**src/rtl/control_fsm_if.sv**
```systemverilog
// Control FSM <-> datapath signal bundle: opcode and busy/flag inputs, control strobes out.
// Latency: none, wires only. Backpressure: IBUSYWAIT and DBUSYWAIT stall the FSM.
interface control_fsm_if #(
    parameter int OPW    = 8,
    parameter int ALUOPW = 3
);
    logic [OPW-1:0]    OPCODE;
    logic              IBUSYWAIT;
    logic              DBUSYWAIT;
    logic              ZERO;
    logic [ALUOPW-1:0] ALUOP;
    logic              WRITEENABLE;
    logic              SUBMUXSEL;
    logic              IMMUXSEL;
    logic              MEMREAD;
    logic              MEMWRITE;
    logic              WBMUXSEL;
    logic              PCENABLE;
    logic              PCSEL;
    logic              TRAP;

    modport master (
        output OPCODE, IBUSYWAIT, DBUSYWAIT, ZERO,
        input  ALUOP, WRITEENABLE, SUBMUXSEL, IMMUXSEL, MEMREAD, MEMWRITE,
               WBMUXSEL, PCENABLE, PCSEL, TRAP
    );

    modport slave (
        input  OPCODE, IBUSYWAIT, DBUSYWAIT, ZERO,
        output ALUOP, WRITEENABLE, SUBMUXSEL, IMMUXSEL, MEMREAD, MEMWRITE,
               WBMUXSEL, PCENABLE, PCSEL, TRAP
    );
endinterface

```
**src/rtl/control_fsm.sv**
```systemverilog
// Multi-cycle CPU control FSM (FETCH/DECODE/EXEC/MEM/WB/HALT), one-hot, all outputs registered.
// Latency: ALU 4, j/beq 3, load 5+waits, store 4+waits cycles from FETCH back to FETCH.
// Backpressure: IBUSYWAIT holds FETCH; DBUSYWAIT holds MEM until it drops or TIMEOUT traps to HALT.
module control_fsm #(
    parameter int OPW     = 8,
    parameter int ALUOPW  = 3,
    parameter int TIMEOUT = 15
) (
    input  logic           CLK,
    input  logic           RESET,
    control_fsm_if.slave   bus
);
    localparam logic [5:0] S_FETCH  = 6'b000001;
    localparam logic [5:0] S_DECODE = 6'b000010;
    localparam logic [5:0] S_EXEC   = 6'b000100;
    localparam logic [5:0] S_MEM    = 6'b001000;
    localparam logic [5:0] S_WB     = 6'b010000;
    localparam logic [5:0] S_HALT   = 6'b100000;
    localparam logic [7:0] TMO      = 8'(TIMEOUT);

    logic [5:0]        state_q, state_d;
    logic [OPW-1:0]    opcode_q, opcode_d;
    logic [7:0]        wait_q, wait_d, wait_inc;
    logic [ALUOPW-1:0] aluop_q, aluop_d;
    logic              sub_q, sub_d, imm_q, imm_d;
    logic              memread_q, memread_d, memwrite_q, memwrite_d;
    logic              we_q, we_d, pcen_q, pcen_d, pcsel_q, pcsel_d;
    logic              wbmux_q, wbmux_d, trap_q, trap_d;
    logic              go_halt;

    logic [ALUOPW-1:0] dec_aluop;
    logic              dec_sub, dec_imm, dec_legal;
    logic              op_alu, op_jump, op_beq, op_load, op_store;

    assign op_alu   = (opcode_q <= OPW'(5));
    assign op_jump  = (opcode_q == OPW'(6));
    assign op_beq   = (opcode_q == OPW'(7));
    assign op_load  = (opcode_q == OPW'(8))  || (opcode_q == OPW'(9));
    assign op_store = (opcode_q == OPW'(10)) || (opcode_q == OPW'(11));
    assign wait_inc = wait_q + 8'd1;

    always_comb begin
        dec_aluop = '0;
        dec_sub   = 1'b0;
        dec_imm   = 1'b0;
        dec_legal = 1'b1;
        case (opcode_q)
            OPW'(0):  dec_imm = 1'b1;
            OPW'(1):  ;
            OPW'(2):  dec_aluop = ALUOPW'(1);
            OPW'(3):  begin dec_aluop = ALUOPW'(1); dec_sub = 1'b1; end
            OPW'(4):  dec_aluop = ALUOPW'(2);
            OPW'(5):  dec_aluop = ALUOPW'(3);
            OPW'(6):  dec_aluop = ALUOPW'(1);
            OPW'(7):  begin dec_aluop = ALUOPW'(1); dec_sub = 1'b1; end
            OPW'(8):  dec_aluop = ALUOPW'(1);
            OPW'(9):  begin dec_aluop = ALUOPW'(1); dec_imm = 1'b1; end
            OPW'(10): dec_aluop = ALUOPW'(1);
            OPW'(11): begin dec_aluop = ALUOPW'(1); dec_imm = 1'b1; end
            default:  dec_legal = 1'b0;
        endcase
    end

    // Strobes (WE, PCEN, PCSEL, WBMUX) default low so each is a single-cycle pulse.
    always_comb begin
        state_d    = state_q;
        opcode_d   = opcode_q;
        wait_d     = wait_q;
        aluop_d    = aluop_q;
        sub_d      = sub_q;
        imm_d      = imm_q;
        memread_d  = memread_q;
        memwrite_d = memwrite_q;
        we_d       = 1'b0;
        pcen_d     = 1'b0;
        pcsel_d    = 1'b0;
        wbmux_d    = 1'b0;
        trap_d     = trap_q;
        go_halt    = 1'b0;
        case (state_q)
            S_FETCH: begin
                if (!bus.IBUSYWAIT) begin
                    opcode_d = bus.OPCODE;
                    state_d  = S_DECODE;
                end
            end
            S_DECODE: begin
                if (dec_legal) begin
                    aluop_d = dec_aluop;
                    sub_d   = dec_sub;
                    imm_d   = dec_imm;
                    state_d = S_EXEC;
                end else begin
                    go_halt = 1'b1;
                end
            end
            S_EXEC: begin
                if (op_alu) begin
                    state_d = S_WB;
                    we_d    = 1'b1;
                    pcen_d  = 1'b1;
                end else if (op_jump || op_beq) begin
                    state_d = S_FETCH;
                    pcen_d  = 1'b1;
                    pcsel_d = op_jump | bus.ZERO;
                end else begin
                    state_d    = S_MEM;
                    wait_d     = '0;
                    memread_d  = op_load;
                    memwrite_d = op_store;
                end
            end
            S_MEM: begin
                if (!bus.DBUSYWAIT) begin
                    memread_d  = 1'b0;
                    memwrite_d = 1'b0;
                    pcen_d     = 1'b1;
                    if (op_load) begin
                        state_d = S_WB;
                        we_d    = 1'b1;
                        wbmux_d = 1'b1;
                    end else begin
                        state_d = S_FETCH;
                    end
                end else if (wait_inc == TMO) begin
                    go_halt = 1'b1;
                end else begin
                    wait_d = wait_inc;
                end
            end
            S_WB:    state_d = S_FETCH;
            S_HALT:  ;
            default: go_halt = 1'b1;
        endcase
        if (go_halt) begin
            state_d    = S_HALT;
            trap_d     = 1'b1;
            aluop_d    = '0;
            sub_d      = 1'b0;
            imm_d      = 1'b0;
            memread_d  = 1'b0;
            memwrite_d = 1'b0;
        end
    end

    always_ff @(posedge CLK) begin
        if (RESET) begin
            state_q    <= S_FETCH;
            opcode_q   <= '0;
            wait_q     <= '0;
            aluop_q    <= '0;
            sub_q      <= 1'b0;
            imm_q      <= 1'b0;
            memread_q  <= 1'b0;
            memwrite_q <= 1'b0;
            we_q       <= 1'b0;
            pcen_q     <= 1'b0;
            pcsel_q    <= 1'b0;
            wbmux_q    <= 1'b0;
            trap_q     <= 1'b0;
        end else begin
            state_q    <= state_d;
            opcode_q   <= opcode_d;
            wait_q     <= wait_d;
            aluop_q    <= aluop_d;
            sub_q      <= sub_d;
            imm_q      <= imm_d;
            memread_q  <= memread_d;
            memwrite_q <= memwrite_d;
            we_q       <= we_d;
            pcen_q     <= pcen_d;
            pcsel_q    <= pcsel_d;
            wbmux_q    <= wbmux_d;
            trap_q     <= trap_d;
        end
    end

    assign bus.ALUOP       = aluop_q;
    assign bus.SUBMUXSEL   = sub_q;
    assign bus.IMMUXSEL    = imm_q;
    assign bus.MEMREAD     = memread_q;
    assign bus.MEMWRITE    = memwrite_q;
    assign bus.WRITEENABLE = we_q;
    assign bus.PCENABLE    = pcen_q;
    assign bus.PCSEL       = pcsel_q;
    assign bus.WBMUXSEL    = wbmux_q;
    assign bus.TRAP        = trap_q;
endmodule
```
**src/flat_wrapper.sv**
```systemverilog
// flat-port wrapper written by rule: the top's interface ports become plain ports
module control_fsm_flat 
#(
    parameter int OPW     = 8,
    parameter int ALUOPW  = 3,
    parameter int TIMEOUT = 15
)
  (CLK, RESET, bus_OPCODE, bus_IBUSYWAIT, bus_DBUSYWAIT, bus_ZERO, bus_ALUOP, bus_WRITEENABLE, bus_SUBMUXSEL, bus_IMMUXSEL, bus_MEMREAD, bus_MEMWRITE, bus_WBMUXSEL, bus_PCENABLE, bus_PCSEL, bus_TRAP);
  control_fsm_if #(.OPW(OPW), .ALUOPW(ALUOPW)) bus_i ();
  input  logic CLK;
  input  logic RESET;
  input wire logic [$bits(bus_i.OPCODE)-1:0] bus_OPCODE;
  input wire logic [$bits(bus_i.IBUSYWAIT)-1:0] bus_IBUSYWAIT;
  input wire logic [$bits(bus_i.DBUSYWAIT)-1:0] bus_DBUSYWAIT;
  input wire logic [$bits(bus_i.ZERO)-1:0] bus_ZERO;
  output wire logic [$bits(bus_i.ALUOP)-1:0] bus_ALUOP;
  output wire logic [$bits(bus_i.WRITEENABLE)-1:0] bus_WRITEENABLE;
  output wire logic [$bits(bus_i.SUBMUXSEL)-1:0] bus_SUBMUXSEL;
  output wire logic [$bits(bus_i.IMMUXSEL)-1:0] bus_IMMUXSEL;
  output wire logic [$bits(bus_i.MEMREAD)-1:0] bus_MEMREAD;
  output wire logic [$bits(bus_i.MEMWRITE)-1:0] bus_MEMWRITE;
  output wire logic [$bits(bus_i.WBMUXSEL)-1:0] bus_WBMUXSEL;
  output wire logic [$bits(bus_i.PCENABLE)-1:0] bus_PCENABLE;
  output wire logic [$bits(bus_i.PCSEL)-1:0] bus_PCSEL;
  output wire logic [$bits(bus_i.TRAP)-1:0] bus_TRAP;
  assign bus_i.OPCODE = bus_OPCODE;
  assign bus_i.IBUSYWAIT = bus_IBUSYWAIT;
  assign bus_i.DBUSYWAIT = bus_DBUSYWAIT;
  assign bus_i.ZERO = bus_ZERO;
  assign bus_ALUOP = bus_i.ALUOP;
  assign bus_WRITEENABLE = bus_i.WRITEENABLE;
  assign bus_SUBMUXSEL = bus_i.SUBMUXSEL;
  assign bus_IMMUXSEL = bus_i.IMMUXSEL;
  assign bus_MEMREAD = bus_i.MEMREAD;
  assign bus_MEMWRITE = bus_i.MEMWRITE;
  assign bus_WBMUXSEL = bus_i.WBMUXSEL;
  assign bus_PCENABLE = bus_i.PCENABLE;
  assign bus_PCSEL = bus_i.PCSEL;
  assign bus_TRAP = bus_i.TRAP;
  control_fsm #(.OPW(OPW), .ALUOPW(ALUOPW), .TIMEOUT(TIMEOUT)) u_core (.CLK(CLK), .RESET(RESET), .bus(bus_i));
endmodule
```
**config.mk**
```make
export PLATFORM = sky130hd
export DESIGN_NAME = control_fsm_flat
export DESIGN_NICKNAME = d
export VERILOG_FILES = /design/src/rtl/control_fsm_if.sv /design/src/rtl/control_fsm.sv /design/src/flat_wrapper.sv
export SDC_FILE = /design/constraint.sdc
export NUM_CORES = 1
export LEC_CHECK = 0
export CORE_MARGIN = 10
export CORE_UTILIZATION = 42
export CTS_BUF_LIST = sky130_fd_sc_hd__clkbuf_4 sky130_fd_sc_hd__clkbuf_8
export DETAILED_ROUTE_END_ITERATION = 6
export PLACE_DENSITY = 0.67
export SETUP_SLACK_MARGIN = 0.15
export SLEW_MARGIN = 20
export SYNTH_ARGS = -nofsm -noshare
export SYNTH_HDL_FRONTEND = slang
export SYNTH_SLANG_ARGS = --single-unit
export TNS_END_PERCENT = 50
```
**constraint.sdc**
```tcl
create_clock -name CLK -period 2.8 [get_ports CLK]
set_clock_uncertainty 0.2 [all_clocks]
set_input_delay 0.42 -clock CLK [delete_from_list [all_inputs] [get_ports CLK]]
set_output_delay 0.42 -clock CLK [all_outputs]
set_load 0.005 [all_outputs]
```
==> impl_results.md, run 1 <==
- Status: finished, final reports clean
- Clock root cell: clkbuf_8
- Drt drc: 0
- GRT overflow: 0
- Clock tree from TritonCTS: yes
- Clock edge transition at the registers on the reported setup and hold paths: 0.07 ns
- Post-cts gate resize count: 0
- First-pass GRT wire length: 6700 um
- Worst-Margin Slew: 0.542 ns
- Bufs on Longest Clock Path: 2
- Antenna-violating nets left: 0
- Cts hold-fix bufs: 0
- Warnings from Yosys: 0
- Hold Path Class: reg -> reg
- Port buffer count: 23
- DR iter-0 viols: 78
- Mapped cell area: 1780 um2
- WL/cell: 14.6 um
- Yosys cell types: 55
- Post-synth EDFFs: 0
- Vias in the first global route: 1437
- Vias: 1519
- Placed cell count: 265
- Cell Count, Final, Fillers Out: 273
- Worst EP required: 2.75 ns
- Pwr dens: 578 nW/um2
- Synth area leader: dfxtp_1
- Final Hold Vio Count: 0
- Sequential cell area fraction in the yosys report: 0.371
- Fillers: 374
- Die Y: 85.1 um
- Critical path fanouts, max: 11
- Final setup fails: 0
- Routed wire length: 3990 um
- Fmax: 417 MHz
- Maximum VDD drop: 0.404 mV
- Detailed Routing Iterations Pass 1: 4
- Final net count: 237
- Clock sink count: 33
- Initial core utilization: 0.438
- H-tree Lvls: 2
- Syn_area_per_cell: 8.76 um2
- Kind of critical path: reg -> reg
- Total negative slack: 0 ns
- Final RePlAce weighted congestion: 0.858
- Cells after Synth: 203
- Clock latency on the worst-skew pair: 0.29 ns
- Commonest non-fill, non-tap cell in the layout: dfxtp_1
- Leak pwr: 0.821 nW
- Num rows: 23
- # IOs: 25
- Slew Limit Fails: 0
- Max cap viols: 0
- Layout cells sized above 1: 0.0987
- CP Capture Type: flip-flop
- Commonest non-fill, non-tap cells in the layout: dfxtp_1, nor2_1, clkdlybuf4s50_1
- Area after DPL: 2010 um2
- GRT Overall Usage: 0.111
- Asr flop ratio synth: 0
- Post-Syn Nets: 218
- Initial antenna violation count: 0
- Total design power: 1.24 mW
- Area Growth Syn to Fin: 20.4%
- # Post-CTS Setup Buffers: 0
- Most used DFF post-synth: dfxtp_1
- WP data arrival: 2.35 ns
- Worst rel slew slack: 0.637
- Fin crit share: 0.856
- Seq cells post-synth: 33
- Via/cell ratio: 5.56
- RSZ-0062 raised after global routing: false
- Area of the core: 4060 um2
- Startpoint Class: flip-flop
- Yosys top cell area share: 0.371
- Post-route cell area: 2140 um2
- Diode count: 0
- CTS Buf Count: 5
- Hpwl dp: 2940 um
- Largest net degree at the start of global routing: 14
- Chip width: 85.1 um
- Fin Hold WS: 0.259 ns
- Tmin final: 2.40 ns
- Leading post-synthesis cells by cell area: dfxtp_1, mux2i_1, nor2_1, a21oi_1, o211ai_1
- Die Area: 7240 um2
## synth_stat cells, drive strengths merged, types with 4 or more instances
cell    number
nand2        7
o211ai       6
mux2i        9
nor3         9
o21ai        8
nor4         7
a21oi       15
nand4        4
clkbuf       6
buf          8
inv          8
nand3        7
nor2        24
xor2         5
dfxtp       33
## worst max-delay path, cell delays in order (launching register included)
cell	delay (ns)
dfxtp_1	0.39
ha_1	0.26
xor2_1	0.16
nand3b_1	0.11
or4_4	0.54
o311ai_4	0.49
nor2_1	0.11
## path summary, 6_finish.rpt
kind | start | end | slack [ns] | cells past startpoint
hold / removal | u_core.bus.TRAP | u_core.bus.TRAP | 0.26 | 2
setup / recovery | u_core.wait_q[0] | u_core.bus.IMMUXSEL | 0.40 | 6
setup reg to reg | u_core.wait_q[0] | u_core.bus.IMMUXSEL | 0.40 | 6
hold reg to reg | u_core.bus.TRAP | u_core.bus.TRAP | 0.26 | 2
## cells by family after synthesis
kind of cell	count (synthesis)	share of synthesized area
buffers and inverters	22	0.0654
adders and majority gates	2	0.0141
and+or+nand+nor	79	0.260
muxes	10	0.0570
other	1	0.00211
xor gates and xnor gates	7	0.0345
AOI/OAI and AO/OA	49	0.196
DFF	33	0.371
## sequential cells by signal, indices dropped and copies added, names as in the netlist
name,cells
u_core.bus.MEMREAD,1
u_core.bus.ALUOP,2
u_core.bus.WRITEENABLE,1
u_core.bus.SUBMUXSEL,1
u_core.bus.PCSEL,1
u_core.bus.MEMWRITE,1
u_core.wait_q,8
u_core.bus.TRAP,1
u_core.state_q,6
u_core.opcode_q,8
u_core.bus.PCENABLE,1
u_core.bus.WBMUXSEL,1
u_core.bus.IMMUXSEL,1
## area by class of cell
| cell class | instances | area (um2) | share of cell area |
|---|---|---|---|
| clock buffers | 5 | 68.8 | 0.0321 |
| well taps | 50 | 62.6 | 0.0292 |
| inverters | 8 | 30.0 | 0.0140 |
| flip-flops and latches | 33 | 661 | 0.308 |
| repair buffers | 26 | 253 | 0.118 |
| clock inverters | 3 | 65.1 | 0.0304 |
| multi-input cells | 148 | 1000 | 0.468 |
## through the flow
stage,util,setup slack (ns)
2_1_floorplan,-,0.668
3_3_place_gp,0.495,0.476
3_5_place_dp,0.495,0.402
4_1_cts,0.528,0.389
5_1_grt,0.528,0.241
6_report,0.528,0.403
## per-layer routing
metal | part of all wire | global-route usage
met1 | 0.51 | 0.144
met2 | 0.40 | 0.149
met3 | 0.082 | 0.0545
met4 | 0.017 | 0.0524
met5 | 0 | 0
## report_power, final
| part | internal, mW | leakage (nW) | switching (mW) |
|---|---|---|---|
| Sequential | 0.488 | 0.268 | 0.0355 |
| Combinational | 0.0927 | 0.485 | 0.0932 |
| Clock | 0.353 | 0.0681 | 0.175 |
| Total | 0.935 | 0.821 | 0.303 |
Note: power is estimated with default switching activity, not from simulation.
==> run 2: changes to the inputs <==
--- a/config.mk
+++ b/config.mk
@@ -5,9 +5,9 @@
 export SDC_FILE = /design/constraint.sdc
 export NUM_CORES = 1
 export LEC_CHECK = 0
-export CORE_MARGIN = 10
 export CORE_UTILIZATION = 42
 export CTS_BUF_LIST = sky130_fd_sc_hd__clkbuf_4 sky130_fd_sc_hd__clkbuf_8
+export CTS_CLUSTER_SIZE = 30
 export DETAILED_ROUTE_END_ITERATION = 6
 export PLACE_DENSITY = 0.67
 export SETUP_SLACK_MARGIN = 0.15
==> impl_results.md, run 2 (same netlist as run 1, synthesis figures left out) <==
- Clock sink count: 33 (unchanged)
- GRT overflow: 0 (unchanged)
- Total negative slack: 0 ns (unchanged)
- Fin Hold WS: 0.261 ns (was 0.259 ns)
- Hold path cells: 2 (unchanged)
- Worst rel slew slack: 0.627 (was 0.637)
- Hold_sp: u_core.bus.TRAP (unchanged)
- Hold Path Class: reg -> reg (unchanged)
- Worst Hold Path EP: u_core.bus.TRAP (unchanged)
- Area of the multi-input gates: 1000 um2 (unchanged)
- Worst EP required: 2.76 ns (was 2.75 ns)
- Leak pwr: 0.807 nW (was 0.821 nW)
- Chip width: 67.1 um (was 85.1 um)
- H-tree Lvls: 2 (unchanged)
- WL/cell: 14.4 um (was 14.6 um)
- Layout cells sized above 1: 0.0987 (unchanged)
- Clock root cell: clkbuf_8 (unchanged)
- Fmax: 416 MHz (was 417 MHz)
- # Post-CTS Setup Buffers: 0 (unchanged)
- Final net count: 237 (unchanged)
- # IOs: 25 (unchanged)
- Final Hold Vio Count: 0 (unchanged)
- Clock tree from TritonCTS: yes (unchanged)
- CTS Buf Count: 5 (unchanged)
- Num rows: 23 (unchanged)
- Largest regs: u_core.opcode_q: 8 flops, u_core.wait_q: 8 flops, u_core.state_q: 6 flops (unchanged)
- Max cap viols: 0 (unchanged)
- Via/cell ratio: 5.70 (was 5.56)
- Worst-Margin Slew: 0.558 ns (was 0.542 ns)
- Clock latency on the worst-skew pair: 0.29 ns (about the same)
- Pwr dens: 524 nW/um2 (was 578 nW/um2)
- Post-cts gate resize count: 0 (unchanged)
- CP Capture Type: flip-flop (unchanged)
- Status: finished, final reports clean (unchanged)
- Vias: 1556 (was 1519)
- Maximum VDD drop: 0.420 mV (was 0.404 mV)
- Slew Limit Fails: 0 (unchanged)
- Die Area: 4500 um2 (was 7240 um2)
- First-pass GRT wire length: 6680 um (was 6700 um)
- Initial antenna violation count: 0 (unchanged)
- Antenna-violating nets left: 0 (unchanged)
- Port buffer count: 23 (unchanged)
- Final setup fails: 0 (unchanged)
- Critical path fanouts, max: 11 (unchanged)
- Kind of critical path: reg -> reg (unchanged)
- Final RePlAce weighted congestion: 0.813 (was 0.858)
- Diode count: 0 (unchanged)
- Commonest non-fill, non-tap cells in the layout: dfxtp_1, nor2_1, clkdlybuf4s50_1 (unchanged)
- R2R Path End: u_core.bus.MEMWRITE (was u_core.bus.IMMUXSEL)
- Routed wire length: 3940 um (was 3990 um)
- Clock edge transition at the registers on the reported setup and hold paths: 0.07 ns (about the same)
- Fin crit share: 0.859 (was 0.856)
- WP data arrival: 2.36 ns (was 2.35 ns)
- Drt drc: 0 (unchanged)
- R2R cell count: 6 (unchanged)
- Cell Count, Final, Fillers Out: 273 (unchanged)
- RSZ-0062 raised after global routing: false (unchanged)
- Die Y: 67.1 um (was 85.1 um)
- GRT Overall Usage: 0.202 (was 0.111)
- Combined flip-flop and latch cell area: 661 um2 (unchanged)
- DR iter-0 viols: 132 (was 78)
- Area of the core: 4030 um2 (was 4060 um2)
- Largest net degree at the start of global routing: 14 (unchanged)
- Cts hold-fix bufs: 0 (unchanged)
- Detailed Routing Iterations Pass 1: 4 (unchanged)
- Area Growth Syn to Fin: 18.6% (was 20.4%)
- Bufs on Longest Clock Path: 2 (unchanged)
- Vias in the first global route: 1440 (was 1437)
- Fillers: 397 (was 374)
- Tmin final: 2.40 ns (about the same)
- Hpwl dp: 2790 um (was 2940 um)
- Initial core utilization: 0.442 (was 0.438)
- FF-to-FF setup slack: 0.40 ns (about the same)
- Commonest non-fill, non-tap cell in the layout: dfxtp_1 (unchanged)
- Reg2Reg Launch Point: u_core.wait_q[0] (unchanged)
- Placed cell count: 265 (unchanged)
- Startpoint Class: flip-flop (unchanged)
run 2: where the power goes:
part | internal (mW) | switching, mW | total [mW] | leakage [nW]
logic | 0.0928 | 0.0952 | 0.188 | 0.485
registers | 0.488 | 0.0357 | 0.524 | 0.268
clock network | 0.222 | 0.171 | 0.393 | 0.0542
total | 0.803 | 0.302 | 1.10 | 0.807
run 2: how the worst max path moves through the flow:
stage	slack, ns	to	cells past startpoint	from
after global placement	0.47	u_core.bus.MEMWRITE	6	u_core.wait_q[0]
after floorplan	0.67	u_core.state_q[4]	7	u_core.wait_q[0]
after CTS	0.38	u_core.bus.MEMWRITE	6	u_core.wait_q[0]
final	0.40	u_core.bus.MEMWRITE	6	u_core.wait_q[0]
after detailed placement	0.39	u_core.bus.MEMWRITE	6	u_core.wait_q[0]
after global routing	0.24	u_core.state_q[2]	6	u_core.wait_q[0]
run 2: final cells by class:
| class | count | share of cell area |
|---|---|---|
| clock inverter | 1 | 0.00237 |
| multi-input combinational | 148 | 0.475 |
| tap | 50 | 0.0297 |
| timing repair buffer | 26 | 0.120 |
| inverter | 8 | 0.0142 |
| sequential | 33 | 0.313 |
| clock buffer | 7 | 0.0457 |
run 2: worst max-delay path, cell delays in order (launching register included):
cell and delay [ns]:
dfxtp_1 0.38, ha_1 0.27, xor2_1 0.16, nand3b_1 0.11, or4_4 0.54, o311ai_4 0.51, nor2_1 0.12
run 2: metrics by stage:
| step | worst slack (ns) | power (mW) | cell area [um2] | utilization |
|---|---|---|---|---|
| finish | 0.395 | 1.10 | 2110 | 0.524 |
| global route | 0.240 | 1.16 | 2110 | 0.524 |
| CTS | 0.378 | 1.11 | 2110 | 0.524 |
| detailed placement | 0.386 | 0.721 | 2010 | 0.498 |
| global placement | 0.472 | 0.719 | 2010 | 0.498 |
| floorplan | 0.668 | 0.673 | 1780 | - |
run 2: layer usage:
| layer | up-vias | track usage | routed length [um] |
|---|---|---|---|
| met1 | 728 | 0.280 | 2000 |
| met3 | 6 | 0.0497 | 204 |
| met5 | - | 0 | 0 |
| met2 | 43 | 0.279 | 1660 |
| met4 | 0 | 0.109 | 78 |
| li1 | 779 | - | - |
